## src/rtl/fetch_queue_pkg.sv

```systemverilog
// Shared types and constants for the fetch queue.
// Optional same-cycle bypass is enabled by defining FETCH_QUEUE_BYPASS_EN
// (used in fetch_queue.sv).
package fetch_queue_pkg;

    // Default number of queue entries.
    localparam int unsigned FQ_DEPTH_DEFAULT = 4;

    // Widths of the fetched PC and instruction word.
    localparam int unsigned FQ_PC_W    = 32;
    localparam int unsigned FQ_INSTR_W = 32;

    // One fetched instruction travelling from fetch to issue.
    typedef struct packed {
        logic [FQ_PC_W-1:0]    pc;
        logic [FQ_INSTR_W-1:0] instr;
        logic                  prediction;  // 1 = predicted taken
    } pipe_in_t;

endpackage : fetch_queue_pkg

```

## src/rtl/fq_storage.sv

```systemverilog
// Entry storage for the fetch queue: DEPTH x pipe_in_t registers with one
// write port, one asynchronous read port and a per-entry valid bit.
// Valid bits are set on write, cleared on dequeue of a single slot, and
// cleared all at once on flush or predicted-taken squash.
module fq_storage
    import fetch_queue_pkg::*;
#(
    parameter int unsigned DEPTH = FQ_DEPTH_DEFAULT,
    parameter int unsigned PTR_W = $clog2(DEPTH)
) (
    input  logic             clk,
    input  logic             rst_n,
    input  logic             we_i,
    input  logic [PTR_W-1:0] waddr_i,
    input  pipe_in_t         wdata_i,
    input  logic             clr_one_i,
    input  logic [PTR_W-1:0] clr_addr_i,
    input  logic             clr_all_i,
    input  logic [PTR_W-1:0] raddr_i,
    output pipe_in_t         rdata_o,
    output logic             rvalid_o
);

    pipe_in_t         mem_q [DEPTH];
    logic [DEPTH-1:0] vld_q;
    logic [DEPTH-1:0] vld_d;

    // Payload registers: written at the tail slot on enqueue.
    always_ff @(posedge clk or negedge rst_n) begin
        if (!rst_n) begin
            for (int i = 0; i < int'(DEPTH); i++) begin
                mem_q[i] <= '0;
            end
        end else if (we_i) begin
            mem_q[waddr_i] <= wdata_i;
        end
    end

    // Next valid vector: clear-all dominates, a write to a slot wins over a
    // clear of the same slot.
    always_comb begin
        vld_d = vld_q;
        if (clr_all_i) begin
            vld_d = '0;
        end else begin
            if (clr_one_i) begin
                vld_d[clr_addr_i] = 1'b0;
            end
            if (we_i) begin
                vld_d[waddr_i] = 1'b1;
            end
        end
    end

    // Valid bit register.
    always_ff @(posedge clk or negedge rst_n) begin
        if (!rst_n) begin
            vld_q <= '0;
        end else begin
            vld_q <= vld_d;
        end
    end

    assign rdata_o  = mem_q[raddr_i];
    assign rvalid_o = vld_q[raddr_i];

endmodule : fq_storage

```

## src/rtl/fetch_queue.sv

```systemverilog
// In-order decoupling FIFO between fetch and issue.
// Handshake: fetch writes when wr_valid & wr_ready; issue consumes the head
// when rd_valid & rd_yumi (yumi is a commitment, not a request; yumi with
// rd_valid low is ignored). wr_ready depends only on registered occupancy.
// Defining FETCH_QUEUE_BYPASS_EN lets a write into an empty queue appear on
// the read side in the same cycle.
module fetch_queue
    import fetch_queue_pkg::*;
#(
    parameter  int unsigned DEPTH = FQ_DEPTH_DEFAULT,
    localparam int unsigned PTR_W = $clog2(DEPTH)
) (
    input  logic           clk,
    input  logic           reset,
    input  logic           flush,
    input  logic           wr_valid,
    input  pipe_in_t       wr_data,
    output logic           wr_ready,
    output logic           rd_valid,
    output pipe_in_t       rd_data,
    input  logic           rd_yumi,
    output logic           taken_deq,
    output logic [PTR_W:0] count
);

    localparam int unsigned CNT_W = PTR_W + 1;

    logic [PTR_W-1:0] head_q, head_d;
    logic [PTR_W-1:0] tail_q, tail_d;
    logic [CNT_W-1:0] count_q, count_d;

    logic     full;
    logic     empty;
    logic     bypass;
    logic     enq;
    logic     deq;
    logic     enq_store;
    logic     deq_head;
    logic     store_we;
    logic     clr_all;
    logic     clr_head;
    pipe_in_t head_data;
    logic     head_vld;

    assign full  = (count_q == CNT_W'(DEPTH));
    assign empty = (count_q == '0);

    // Bypass is only possible into an empty queue and never during flush.
`ifdef FETCH_QUEUE_BYPASS_EN
    assign bypass = empty & wr_valid & ~flush;
`else
    assign bypass = 1'b0;
`endif

    assign wr_ready = ~full;
    assign rd_valid = head_vld | bypass;
    assign enq      = wr_valid & wr_ready;
    assign deq      = rd_valid & rd_yumi;

    // Read-side data: bypassed word, else head slot, else zero.
    always_comb begin
        rd_data = '0;
        if (bypass) begin
            rd_data = wr_data;
        end else if (head_vld) begin
            rd_data = head_data;
        end
    end

    assign taken_deq = deq & rd_data.prediction;

    // A bypassed word consumed in the same cycle is never stored, and a
    // bypassed read does not move the head.
    assign enq_store = enq & ~(bypass & deq);
    assign deq_head  = deq & ~bypass;

    // Pointer/occupancy next state: flush > taken squash > enqueue/dequeue.
    always_comb begin
        head_d   = head_q;
        tail_d   = tail_q;
        count_d  = count_q;
        store_we = 1'b0;
        clr_all  = 1'b0;
        clr_head = 1'b0;
        if (flush) begin
            // Wrong-path recovery: drop everything, head stays put.
            tail_d  = head_q;
            count_d = '0;
            clr_all = 1'b1;
        end else if (taken_deq) begin
            // Head issues as a taken branch; younger fall-through entries and
            // any same-cycle fetch are on the wrong path.
            count_d = '0;
            clr_all = 1'b1;
            if (!bypass) begin
                head_d = head_q + PTR_W'(1);
                tail_d = head_q + PTR_W'(1);
            end
        end else begin
            if (enq_store) begin
                store_we = 1'b1;
                tail_d   = tail_q + PTR_W'(1);
            end
            if (deq_head) begin
                clr_head = 1'b1;
                head_d   = head_q + PTR_W'(1);
            end
            case ({enq_store, deq_head})
                2'b10:   count_d = count_q + CNT_W'(1);
                2'b01:   count_d = count_q - CNT_W'(1);
                default: count_d = count_q;
            endcase
        end
    end

    // Pointer and occupancy registers.
    always_ff @(posedge clk or negedge reset) begin
        if (!reset) begin
            head_q  <= '0;
            tail_q  <= '0;
            count_q <= '0;
        end else begin
            head_q  <= head_d;
            tail_q  <= tail_d;
            count_q <= count_d;
        end
    end

    assign count = count_q;

    fq_storage #(
        .DEPTH (DEPTH),
        .PTR_W (PTR_W)
    ) u_storage (
        .clk        (clk),
        .rst_n      (reset),
        .we_i       (store_we),
        .waddr_i    (tail_q),
        .wdata_i    (wr_data),
        .clr_one_i  (clr_head),
        .clr_addr_i (head_q),
        .clr_all_i  (clr_all),
        .raddr_i    (head_q),
        .rdata_o    (head_data),
        .rvalid_o   (head_vld)
    );

endmodule : fetch_queue

```

## config.mk

```make
export PLATFORM = sky130hd
export DESIGN_NAME = fetch_queue
export DESIGN_NICKNAME = d
export VERILOG_FILES = /design/src/rtl/fetch_queue_pkg.sv /design/src/rtl/fq_storage.sv /design/src/rtl/fetch_queue.sv
export SDC_FILE = /design/constraint.sdc
export NUM_CORES = 1
export LEC_CHECK = 0
export ABC_AREA = 1
export CAP_MARGIN = 30
export CORE_AREA = 2 2 209 211
export DETAILED_ROUTE_END_ITERATION = 6
export DIE_AREA = 0 0 211 213
export PLACE_DENSITY = 0.45
export REMOVE_ABC_BUFFERS = 1
export SYNTH_ARGS = -nofsm -noshare
export SYNTH_HDL_FRONTEND = slang
export SYNTH_SLANG_ARGS = --single-unit
```

## constraint.sdc

```tcl
create_clock -name clk -period 4.14 [get_ports clk]
set_clock_uncertainty 0.05 [all_clocks]
set_input_delay 0.828 -clock clk [delete_from_list [all_inputs] [get_ports clk]]
set_output_delay 0.828 -clock clk [all_outputs]
set_load 0.01 [all_outputs]
```

* After elaboration in Yosys (flattened, before gate mapping)
Cells that the tools add are included.
** Word-level totals
- Flip-flop bits (word level) :: 271
- Output and inout port bits :: 71
** Cells by class
- Equal/unequal tests :: 3
- Muxes and demuxes :: 33
- Order comparisons :: 7
- Add/subtract/negate cells :: 4
- Reduce and logical (&&, ||, !) cells :: 7
- Bitwise gates (word level) :: 10
** Operators with widths (count)
- $bwmux W260 :: 1
- $mux W65 :: 4
- $bmux W65 S2 :: 1
- $demux W65 S2 :: 1
- $mux W4 :: 4
- $mux W1 :: 11
- $mux W2 :: 5
- $ge A3 B3 Y1 const B :: 2
- $lt A2 B3 Y1 const B :: 2
- $mux W3 :: 2
- $not A2 Y3 :: 2
- $pmux W3 S2 :: 1
- $add A2 B1 Y2 const B :: 2
- $and A4 B4 Y4 :: 1
- $demux W1 S2 :: 2
- $ge A2 B1 Y1 const B :: 2
- $not A4 Y4 :: 1
- $or A4 B4 Y4 :: 1
- $reduce_bool A4 Y1 :: 1
- $add A3 B1 Y3 const B :: 1
- $and A1 B1 Y1 :: 3
- $eq A3 B3 Y1 const B :: 1
- $logic_and A1 B1 Y1 :: 3
- $lt A3 B1 Y1 const B :: 1
- 8 further kinds :: 9

* Longest topological paths before layout
- Word-level depth :: 13
- Depth in mapped cells :: 12
- Gate-level depth less buffers :: 11

* By module
A second synthesis with hierarchy kept.
** Unflattened totals
- Cell total of the unflattened synthesis :: 1635
- Area total of the unflattened synthesis :: 13370.3 sq um
** By module, submodules not included
- fq_storage :: sequential area each 6606.3 sq um, times used 1, area an instance 12389.4 sq um, cells an instance 1433
- fetch_queue :: sequential area each 175.2 sq um, times used 1, area an instance 980.9 sq um, cells an instance 202

* Least setup slack after synthesis
Ideal clock, no wire load.
- Kind :: reg2out
- Start :: register head_q[0]
- End :: output port rd_data[10] in the netlist's numbering
- Stages on the path, launching flop included :: 11
- Setup slack :: 1804 ps
- Data arrival time :: 1458 ps
- Cells stage by stage :: dfrtp_1 > buf_6 > inv_6 > nand2_1 > nand2_1 > nand2_1 > nand2_2 > buf_2 > buf_1 > nand2_1 > inv_1
** RTL lines
- from (decl) :: RTL line fetch_queue.sv:28 : logic [PTR_W-1:0] head_q, head_d;
- from (signal assigned) :: RTL line fetch_queue.sv:119 : head_q <= '0;
- from (signal assigned) :: RTL line fetch_queue.sv:123 : head_q <= head_d;
- to (decl) :: RTL line fetch_queue.sv:20 : output pipe_in_t rd_data,

* Final worst setup path
- Start :: register head_q[0]
- End :: output port taken_deq
** Between the ends
- Cells in the longest elaborated chain, start to end :: 6
** RTL lines
- $not A2 Y3 (implied by the code) :: RTL line fq_storage.sv:64 : assign rdata_o = mem_q[raddr_i];
- $bmux W65 S2 :: RTL line fq_storage.sv:64
- $mux W65 (implied by the code) (2 in a row) :: RTL line fq_storage.sv:64
- $mux W65 :: RTL line fetch_queue.sv:65 : end else if (head_vld) begin
- $and A1 B1 Y1 (*) :: RTL line fetch_queue.sv:70 : assign taken_deq = deq & rd_data.prediction;
- to (decl) :: RTL line fetch_queue.sv:22 : output logic taken_deq,
Every way passes the cells marked *; elsewhere a longest branch is shown, timed or not. The select of a mux whose other input is x is not followed.

==> flow_metrics.env <==
export IMPL_cts_tree="yes"
export IMPL_vias=10165
export IMPL_setup_viol=0
export IMPL_io_buffer_count=140
export IMPL_clk_latency_ns=0.51
export IMPL_diodes=0
export IMPL_via_per_inst=4.676
export IMPL_ant_nets=0
export IMPL_critPathKind="flop to output port"
export IMPL_cp_top_family="buffers and inverters"
export IMPL_power_frac_seq=0.380
export IMPL_ys_seq_area_frac=0.5356
export IMPL_synth_warning_count=0
export IMPL_cp_arrival_ns=2.95
export IMPL_gp_congestion=0.7297
export IMPL_worst_slew_pin_slew_ns=0.8167
export IMPL_gr_total_overflow=0
export IMPL_max_slew_margin_rel=0.4545
export IMPL_fp_row_count=76
export IMPL_ys_types=25
export IMPL_drv_cap=0
export IMPL_grt_pass1_wl_um=57170
export IMPL_grt_util_all_layers=0.1601
export IMPL_grt_pass1_vias=10213
export IMPL_hold_viol=0
export IMPL_critPathMaxStageDelay_ns=0.60
export IMPL_post_route_util=0.3617
export IMPL_power_density_nw_per_um2=776.2
export IMPL_p_switching_mw=4.492
export IMPL_cts_inserted_buffers=34
export IMPL_die_width_um=211
export IMPL_avgSynthCellArea_sq_um=8.386
export IMPL_die_h_um=213
export IMPL_clock_sinks=271
export IMPL_postSynthCellCount=1510
export IMPL_cts_resized=0
export IMPL_period_share=0.9243
export IMPL_dieArea_sq_um=44940
export IMPL_final_area_sq_um=15440
export IMPL_placed_area_sq_um=14350
export IMPL_ys_seq_elements=271
export IMPL_clkTransAtPathRegs_ns=0.06
export IMPL_cts_htree_levels=2
export IMPL_ios=141
export IMPL_hold_class="input port to asynchronous set/reset pin"
export IMPL_critPathMaxFanout=29
export IMPL_wl_per_cell_um=16.17
export IMPL_rsz0062_at_grt="no"
export IMPL_drt_first_iter_violations=621
export IMPL_max_freq_mhz=261.3
export IMPL_post_cts_buffers=0
export IMPL_grt_start_max_net_pins=101
export IMPL_core_sq_um=42700
export IMPL_start_util=0.2966
export IMPL_status="finished, final reports clean"
export IMPL_crit_path_top_delay_cell="dfrtp_4"
export IMPL_cp_num_buf_inv=4
export IMPL_ctsHoldBuffers=0
export IMPL_nets=1685
export IMPL_critPathRequiredTime_ns=3.26
export IMPL_p_comb_frac=0.375
export IMPL_synth_area_sq_um=12660
export IMPL_area_delta_synth_final_pct=21.97
export IMPL_drcViolationCount=0
export IMPL_place_hpwl_um=20990
export IMPL_p_clk_frac=0.245
export IMPL_fin_crit_ns=3.827
export IMPL_clock_root_buffer="clkbuf_16"
export IMPL_antenna_found_initial=0
export IMPL_firstDrtPassIters=5
export IMPL_critPathLaunchType="flop"
export IMPL_layout_drive_gt1_share=0.06081
export IMPL_fillers=4455
export IMPL_internal_power_mw=7.496
export IMPL_ir_worst_vdd_mv=0.2932
export IMPL_slew_viol_final=0
export IMPL_wl_um=35160
export IMPL_leakage_nw=7.482
export IMPL_end_kind="output port"
export IMPL_clockBufferDepth=3
export IMPL_path_cells="inv_6 -> nand2_2 -> nand2_1 -> nand2_1 -> nand2_2 -> buf_4 -> nand3_4 -> inv_1 -> clkdlybuf4s50_1"
export IMPL_swShare=0.3747
power by group through the flow:
stage	clock [mW]	combinational, mW	sequential, mW
after floorplan	0	2.80	4.56
after global placement	0	4.52	4.58
after detailed placement	0	4.56	4.59
after CTS	3.01	4.58	4.56
after global routing	3.13	5.17	4.73
final	2.93	4.49	4.56
metal layers:
metal	up-vias	global-route usage	wire length, um
met4	0	0.03715	498
met3	35	0.02515	1248
li1	5083	-	-
met5	-	0	0
met2	170	0.2512	15630
met1	4877	0.2318	17790
worst reg2reg max path: cells and delay by family (launching register included):
kind	cells	cell delay (ns)
AND/OR/NAND/NOR	6	1.26
buffers and inverters	2	1.02
AO/OA/AOI/OAI	1	0.07
flip-flops	1	0.60
flip-flops by register name, summed over array words and instances (netlist names):
signal           count
u_storage.mem_q    260
tail_q               2
head_q               2
u_storage.vld_q      4
count                3
path summary, 6_finish.rpt:
check	startpoint	depth (start not counted)	slack [ns]	endpoint
worst max-delay path	head_q[0]$_DFFE_PN0P_	9	0.31	taken_deq
worst min-delay path	reset	1	0.21	u_storage.mem_q[38]$_DFFE_PN0P_
worst max register to register	head_q[0]$_DFFE_PN0P_	9	1.00	u_storage.mem_q[111]$_DFFE_PN0P_
worst min register to register	u_storage.mem_q[136]$_DFFE_PN0P_	2	0.43	u_storage.mem_q[136]$_DFFE_PN0P_
max in group asynchronous	reset	2	2.90	u_storage.mem_q[92]$_DFFE_PN0P_
min in group clk	u_storage.mem_q[136]$_DFFE_PN0P_	2	0.43	u_storage.mem_q[136]$_DFFE_PN0P_
cell usage in the layout (no fill, tap or decap), types with 11 or more instances in the layout:
master / Yosys / layout
nand2_1: 361 / 361
o21ai_0: 292 / 292
dfrtp_1: 271 / 269
inv_1: 143 / 142
clkdlybuf4s50_1: 0 / 139
nor2_1: 132 / 132
o21ai_1: 91 / 91
o22ai_1: 64 / 64
clkbuf_16: 0 / 35
buf_4: 2 / 17
clkbuf_1: 52 / 11
area by class of cell:
type,count,area (sq um),area share
inverters,144,545.5,0.03532
repair buffers,166,1714,0.1110
well taps,546,683.2,0.04424
clock inverters,10,131.4,0.008507
clock buffers,49,958.4,0.06206
multi-input cells,988,4624,0.2994
flip-flops and latches,271,6787,0.4394
synthesized netlist by cell type:
library cell / instances / area (sq um)
xor2_1: 2 / 17.52
or2_2: 1 / 6.260
inv_6: 1 / 8.760
nor2_2: 1 / 6.260
buf_1: 7 / 26.28
o21ai_1: 91 / 455.4
dfrtp_1: 271 / 6782
nand2_1: 361 / 1355
fa_1: 1 / 20.02
o22ai_1: 64 / 400.4
a21oi_1: 4 / 20.02
o21ai_2: 10 / 87.58
inv_1: 143 / 536.8
nand4_1: 4 / 25.02
buf_4: 2 / 15.01
nand2_2: 3 / 18.77
nand3_1: 8 / 40.04
buf_6: 39 / 439.2
o21ai_0: 292 / 1461
ha_1: 9 / 112.6
nor2_1: 132 / 495.5
nand3_4: 1 / 17.52
buf_2: 7 / 35.03
nand4_4: 4 / 85.08
clkbuf_1: 52 / 195.2
cells by family (layout without fill, tap and decap cells):
group                    after synthesis  in the layout  share of synthesized area
buffers and inverters                251            369                    0.09921
AND/OR/NAND/NOR                      515            515                     0.1619
adder cells (fa/ha/maj)               10             10                    0.01047
flip-flops                           271            271                     0.5356
XOR/XNOR                               2              2                   0.001384
AO/OA/AOI/OAI                        461            461                     0.1915
metrics by stage:
stage               power [mW]  hold WS (ns)  setup WS [ns]  TNS, ns  cells
floorplan                7.352        0.3978         -1.456  -415.00   1403
global placement         9.098        0.4111         0.8071        0   2115
detailed placement       9.150        0.4175         0.7588        0   2115
CTS                      12.15        0.2241         0.2653        0   2174
global route             13.04        0.2403        0.07242        0   2174
finish                   11.99        0.2084         0.3133        0   2174
Note: power is estimated with default switching activity, not from simulation.
